**config.mk**
```make
export PLATFORM = sky130hd
export DESIGN_NAME = urv_dm_arbiter
export DESIGN_NICKNAME = d
export VERILOG_FILES = /design/src/rtl/urv_defs_pkg.sv /design/src/rtl/urv_dm_arbiter.sv
export SDC_FILE = /design/constraint.sdc
export NUM_CORES = 1
export LEC_CHECK = 0
export BUFFER_PORTS_ARGS = -buffer_cell sky130_fd_sc_hd__buf_2
export CAP_MARGIN = 20
export CORE_AREA = 5 5 106 108
export DETAILED_ROUTE_END_ITERATION = 8
export DIE_AREA = 0 0 111 113
export GPL_TIMING_DRIVEN = 1
export SYNTH_ARGS = -nofsm -noshare
export SYNTH_HDL_FRONTEND = slang
export SYNTH_SLANG_ARGS = --single-unit
```
**constraint.sdc**
```tcl
create_clock -name clk_i -period 2.8 [get_ports clk_i]
set_clock_uncertainty 0.2 [all_clocks]
set_input_delay 0.7 -clock clk_i [delete_from_list [all_inputs] [get_ports clk_i]]
set_output_delay 0.7 -clock clk_i [all_outputs]
set_load 0.005 [all_outputs]
```
**src/rtl/urv_defs_pkg.sv**
```systemverilog
// -----------------------------------------------------------------------------
// urv_defs
// Shared definitions for the uRV memory arbiter.
//   arb_state_t : arbiter FSM state encoding
//   P_M0 / P_M1 : port-index constants (also the value of the load owner bit)
//   CNT_W       : width of the aux-starvation wait counter
// -----------------------------------------------------------------------------
package urv_defs;

  localparam int unsigned CNT_W = 4;

  localparam logic P_M0 = 1'b0;
  localparam logic P_M1 = 1'b1;

  typedef enum logic [1:0] {
    ST_IDLE    = 2'd0,
    ST_M0_WAIT = 2'd1,
    ST_M1_WAIT = 2'd2,
    ST_M1_LOCK = 2'd3
  } arb_state_t;

endpackage

```
**src/rtl/urv_dm_arbiter.sv**
```systemverilog
// -----------------------------------------------------------------------------
// urv_dm_arbiter
// Two-master arbiter in front of a single data-memory port. m0 is the core,
// m1 an aux (debug/DMA) master with starvation protection and a lock mode.
//
// state      | meaning
// -----------+---------------------------------------------------------------
// ST_IDLE    | arbitrate combinationally among current requests
// ST_M0_WAIT | m0 request presented, memory not ready yet; grant held on m0
// ST_M1_WAIT | m1 request presented, memory not ready yet; grant held on m1
// ST_M1_LOCK | m1 owns the memory exclusively while m1_lock_i stays high
//
// Ports
//   clk_i, rst_i            clock, synchronous active-high reset
//   m0_* / m1_*             master request (addr, store data, select,
//                           load, store), ready and load-done back
//   m1_lock_i               aux wants back-to-back ownership
//   m_data_l_o              load data, shared by both masters
//   mem_*                   forwarded request and memory handshake
// -----------------------------------------------------------------------------
module urv_dm_arbiter
  import urv_defs::*;
#(
  parameter int g_max_wait = 8
) (
  input  logic        clk_i,
  input  logic        rst_i,

  input  logic [31:0] m0_addr_i,
  input  logic [31:0] m0_data_s_i,
  input  logic [3:0]  m0_select_i,
  input  logic        m0_load_i,
  input  logic        m0_store_i,
  output logic        m0_ready_o,
  output logic        m0_load_done_o,

  input  logic [31:0] m1_addr_i,
  input  logic [31:0] m1_data_s_i,
  input  logic [3:0]  m1_select_i,
  input  logic        m1_load_i,
  input  logic        m1_store_i,
  output logic        m1_ready_o,
  output logic        m1_load_done_o,
  input  logic        m1_lock_i,

  output logic [31:0] m_data_l_o,

  output logic [31:0] mem_addr_o,
  output logic [31:0] mem_data_s_o,
  output logic [3:0]  mem_select_o,
  output logic        mem_load_o,
  output logic        mem_store_o,
  input  logic        mem_ready_i,
  input  logic [31:0] mem_data_l_i
);

  localparam logic [CNT_W-1:0] C_MAX = CNT_W'(g_max_wait);

  arb_state_t       state_q, state_d;
  logic [CNT_W-1:0] cnt_q, cnt_d;
  logic             owner_q, owner_d;
  logic             done_q, done_d;

  logic m0_req, m1_req;
  logic gnt_vld, gnt_idx;
  logic sel_m1;
  logic sel_load, sel_store;
  logic accept;

  assign m0_req = m0_load_i | m0_store_i;
  assign m1_req = m1_load_i | m1_store_i;

  // Grant decode. In the wait/lock states the grant is pinned to the owning
  // master, but only while it still requests: a dropped request yields no
  // grant, so no strobe escapes. Reset masks every grant.
  always_comb begin
    gnt_vld = 1'b0;
    gnt_idx = P_M0;
    case (state_q)
      ST_IDLE: begin
        if (m1_req && (!m0_req || cnt_q == C_MAX)) begin
          gnt_vld = 1'b1;
          gnt_idx = P_M1;
        end else if (m0_req) begin
          gnt_vld = 1'b1;
        end
      end
      ST_M0_WAIT: gnt_vld = m0_req;
      ST_M1_WAIT, ST_M1_LOCK: begin
        gnt_vld = m1_req;
        gnt_idx = P_M1;
      end
      default: ;
    endcase
    if (rst_i) gnt_vld = 1'b0;
  end

  // With no grant the data path idles on m0; only the strobes are masked.
  assign sel_m1    = gnt_vld & (gnt_idx == P_M1);
  assign sel_load  = sel_m1 ? m1_load_i  : m0_load_i;
  assign sel_store = sel_m1 ? m1_store_i : m0_store_i;

  assign mem_addr_o   = sel_m1 ? m1_addr_i   : m0_addr_i;
  assign mem_data_s_o = sel_m1 ? m1_data_s_i : m0_data_s_i;
  assign mem_select_o = sel_m1 ? m1_select_i : m0_select_i;
  assign mem_store_o  = gnt_vld & sel_store;
  // load+store together is forwarded as a store only
  assign mem_load_o   = gnt_vld & sel_load & ~sel_store;

  assign accept     = gnt_vld & mem_ready_i;
  assign m0_ready_o = accept & (gnt_idx == P_M0);
  assign m1_ready_o = accept & (gnt_idx == P_M1);

  assign m_data_l_o = mem_data_l_i;

  assign m0_load_done_o = done_q & (owner_q == P_M0) & ~rst_i;
  assign m1_load_done_o = done_q & (owner_q == P_M1) & ~rst_i;

  always_comb begin
    state_d = state_q;
    case (state_q)
      ST_IDLE: begin
        if (gnt_vld) begin
          if (!mem_ready_i)
            state_d = (gnt_idx == P_M1) ? ST_M1_WAIT : ST_M0_WAIT;
          else if (gnt_idx == P_M1 && m1_lock_i)
            state_d = ST_M1_LOCK;
        end
      end
      ST_M0_WAIT: begin
        if (!m0_req || mem_ready_i) state_d = ST_IDLE;
      end
      ST_M1_WAIT: begin
        if (!m1_req)          state_d = ST_IDLE;
        else if (mem_ready_i) state_d = m1_lock_i ? ST_M1_LOCK : ST_IDLE;
      end
      ST_M1_LOCK: begin
        // An m1 transfer still waiting on memory keeps the lock even if
        // m1_lock_i has already dropped.
        if (m1_req) begin
          if (mem_ready_i && !m1_lock_i) state_d = ST_IDLE;
        end else if (!m1_lock_i) begin
          state_d = ST_IDLE;
        end
      end
      default: state_d = ST_IDLE;
    endcase
  end

  always_comb begin
    cnt_d = cnt_q;
    if (m1_ready_o)
      cnt_d = '0;
    else if (m1_req && !sel_m1 && cnt_q < C_MAX)
      cnt_d = cnt_q + 1'b1;
  end

  always_comb begin
    owner_d = owner_q;
    done_d  = accept & mem_load_o;
    if (accept && mem_load_o) owner_d = gnt_idx;
  end

  always_ff @(posedge clk_i) begin
    if (rst_i) begin
      state_q <= ST_IDLE;
      cnt_q   <= '0;
      owner_q <= P_M0;
      done_q  <= 1'b0;
    end else begin
      state_q <= state_d;
      cnt_q   <= cnt_d;
      owner_q <= owner_d;
      done_q  <= done_d;
    end
  end

endmodule
```
==> impl_metrics.toml <==
[clock_tree]
numCtsBuffers = 3
tritoncts = "built"
clock_latency_ps = 220
cts_max_path_buffers = 2
clkTransAtPathRegs_ps = 40
cts.sinks = 8
cts-htree-levels = 1
cts_root_buf = "clkbuf_8"
cts_hold_buf = 0

[sta]
setup_violations = 71
rsz0062_at_grt = "true"
tightest_slew_ps = 357.6
finalCritPeriodShare_pct = 113.6
slew_headroom_pct = 76.16
fin_ws_ps = -380.9
clock.fmax_ghz = 0.3144
period_needed_ps = 3181
hold_violations = 0
maxSlewViolCount = 0

[synthesis]
synthSimpleGateAreaFrac_pct = 10.44
yosysTopAreaCell = "mux2_2"
synth_xor_area_share_pct = 0
synth.mux.area_fraction_pct = 48.48
syn_nets = 361
ys_warn_count = 0
ys_ff_latch = 8
syn_area_per_cell_um2 = 8.970
synth_top_family_by_area = "multiplexers"
synth_compound_area_share_pct = 10.82
synth_cells = 183
synth.area.top_cells = "mux2_2 40%, buf_4 17%, dfxtp_1 9.8%"
synth_top_cell_area_share_pct = 40.47
ys_types = 32
yosysSeqAreaShare_pct = 9.756
syn_area_um2 = 1642
synth_fa_ha_area_share_pct = 1.524

[grt]
grt-ovfl-total = 0
grt_start_max_net_pins = 24
antenna_found_initial = 0
track_usage_pct = 11.57
grt_pass1_wl_mm = 12.03
grt_pass1_vias = 2466

[floorplan]
fp.dieW_um = 111
initial_utilization_pct = 16.19
row_count = 37
core_um2 = 10140
die-area_um2 = 12540
dieHeight_um = 113
io_pins = 282

[hold_path]
hold_path.class = "reg -> reg"
whs_path_depth = 2

[detailed_routing]
routed_wl_mm = 8.291
ant_nets = 0
drt_first_pass_iters = 4
drt_drc_violations_left = 0
first_iter_violations = 73
routed_via_density = 4.272
dr_total_vias = 2243
wire_per_inst_um = 15.79

[worst_setup_path]
start_kind = "input pin"
crit_path_max_fanout = 11
crit_path_end_kind = "output port"
path_class = "in -> out"
critical_path_required_ps = 1900
cp.arrival_ps = 2280
ff2ff_path_depth = 11

[layout]
final_util_pct = 36.33
final_common_cell = "buf_2"
register_area_um2 = 160.2
diodes = 0
multi_input_area_um2 = 1459
num-fill-cells = 992
final_cell_mix = "148 x buf_2, 72 x buf_6, 68 x mux2_4"
post_route_cells_drive_above_1_share_pct = 83.29
areaGrowthSynthToFinish_pct = 124.4
nets = 569

[power]
cellPowerDensity_nw_per_um2 = 419.7
p_total_mw = 1.546
p_leak_nw = 1.918
ir_worst_vdd_mv = 0.1725

[place]
routabilityCongestion = 0.9693
dpl.hpwl_mm = 6.370
portBuffers = 217

[job]
drv_cap = 0

[run_status]
failed_checks = "negative setup slack"
status = "finished with violations"
-- sequential cells by signal (all words and copies together), names as in the netlist --
name / flops
cnt_q: 4
state_q: 2
done_q: 1
owner_q: 1
-- logic make-up after synthesis --
group           count (synthesis)
buf+inv                        45
flops                           8
mux                            71
simple gates                   34
compound gates                 23
fa+ha+maj                       2
-- through the flow --
step / hold slack [ps] / std cells / worst slack, ps / TNS, ps / cell area [µm²]
4_1_cts: 290.3 / 520 / -333.2 / -20480 / 3460
2_1_floorplan: 257.4 / 183 / -23.46 / -810.3 / 1824
5_1_grt: 297.5 / 525 / -456.7 / -30370 / 3684
3_5_place_dp: 283.8 / 515 / -357.0 / -21490 / 2929
6_report: 286.3 / 525 / -380.9 / -24770 / 3684
3_3_place_gp: 272.5 / 515 / -346.4 / -21060 / 2929
-- cell usage after synthesis --
cell	count
mux2_2	59
buf_4	37
nor2_1	12
mux2_1	9
dfxtp_1	8
a21oi_1	7
nand2_1	6
and2_1	4
buf_2	3
inv_1	3
mux2i_1	3
nor3_1	3
o21ai_0	3
o31ai_1	3
a2bb2oi_1	2
clkbuf_1	2
ha_1	2
nand2b_1	2
o311a_1	2
a2111oi_4	1
a211o_1	1
a22oi_1	1
a41oi_1	1
and3b_1	1
nand3b_1	1
nand4b_1	1
nor2b_1	1
nor3b_1	1
o21ai_1	1
o21ba_2	1
or2_2	1
or3_1	1
-- metal layers --
layer	track usage [%]	wire length, µm
met1	10.95	2717
met2	23.06	4445
met3	5.134	987
met4	2.135	141
met5	0	0
-- area by class of cell --
class                      count  area share, %
clock buffer                   3          1.121
inverter                       3         0.3057
multi-input combinational    130          39.61
sequential                     8          4.348
tap                          136          4.620
timing repair buffer         245          50.00
-- worst max-delay path, stage by stage --
cell and delay, ps:
buf_6 90, o21ba_4 220, a2111oi_4 430, buf_6 210, clkbuf_16 190, mux2_4 310
buf_6 120
-- power breakdown --
part | internal, mW | switching (mW) | total (mW) | leakage, nW
Clock | 0.0929 | 0.0430 | 0.136 | 0.0216
Combinational | 0.803 | 0.451 | 1.25 | 1.83
Sequential | 0.136 | 0.0203 | 0.156 | 0.0655
Total | 1.03 | 0.514 | 1.55 | 1.92
-- worst paths after layout --
check / start / end / slack [ps]
max: m0_store_i / mem_addr_o[23] / -380
min: owner_q / owner_q / 290
max reg2reg: cnt_q[0] / cnt_q[1] / 450
min reg2reg: owner_q / owner_q / 290
-- what timing repair did --
action	in CTS	in global routing
gates cloned	1	2
setup endpoints to repair	71	72
gates resized for setup	86	30
pin swaps	0	1
setup buffers	1	3
(Power assumes the default switching activity.)
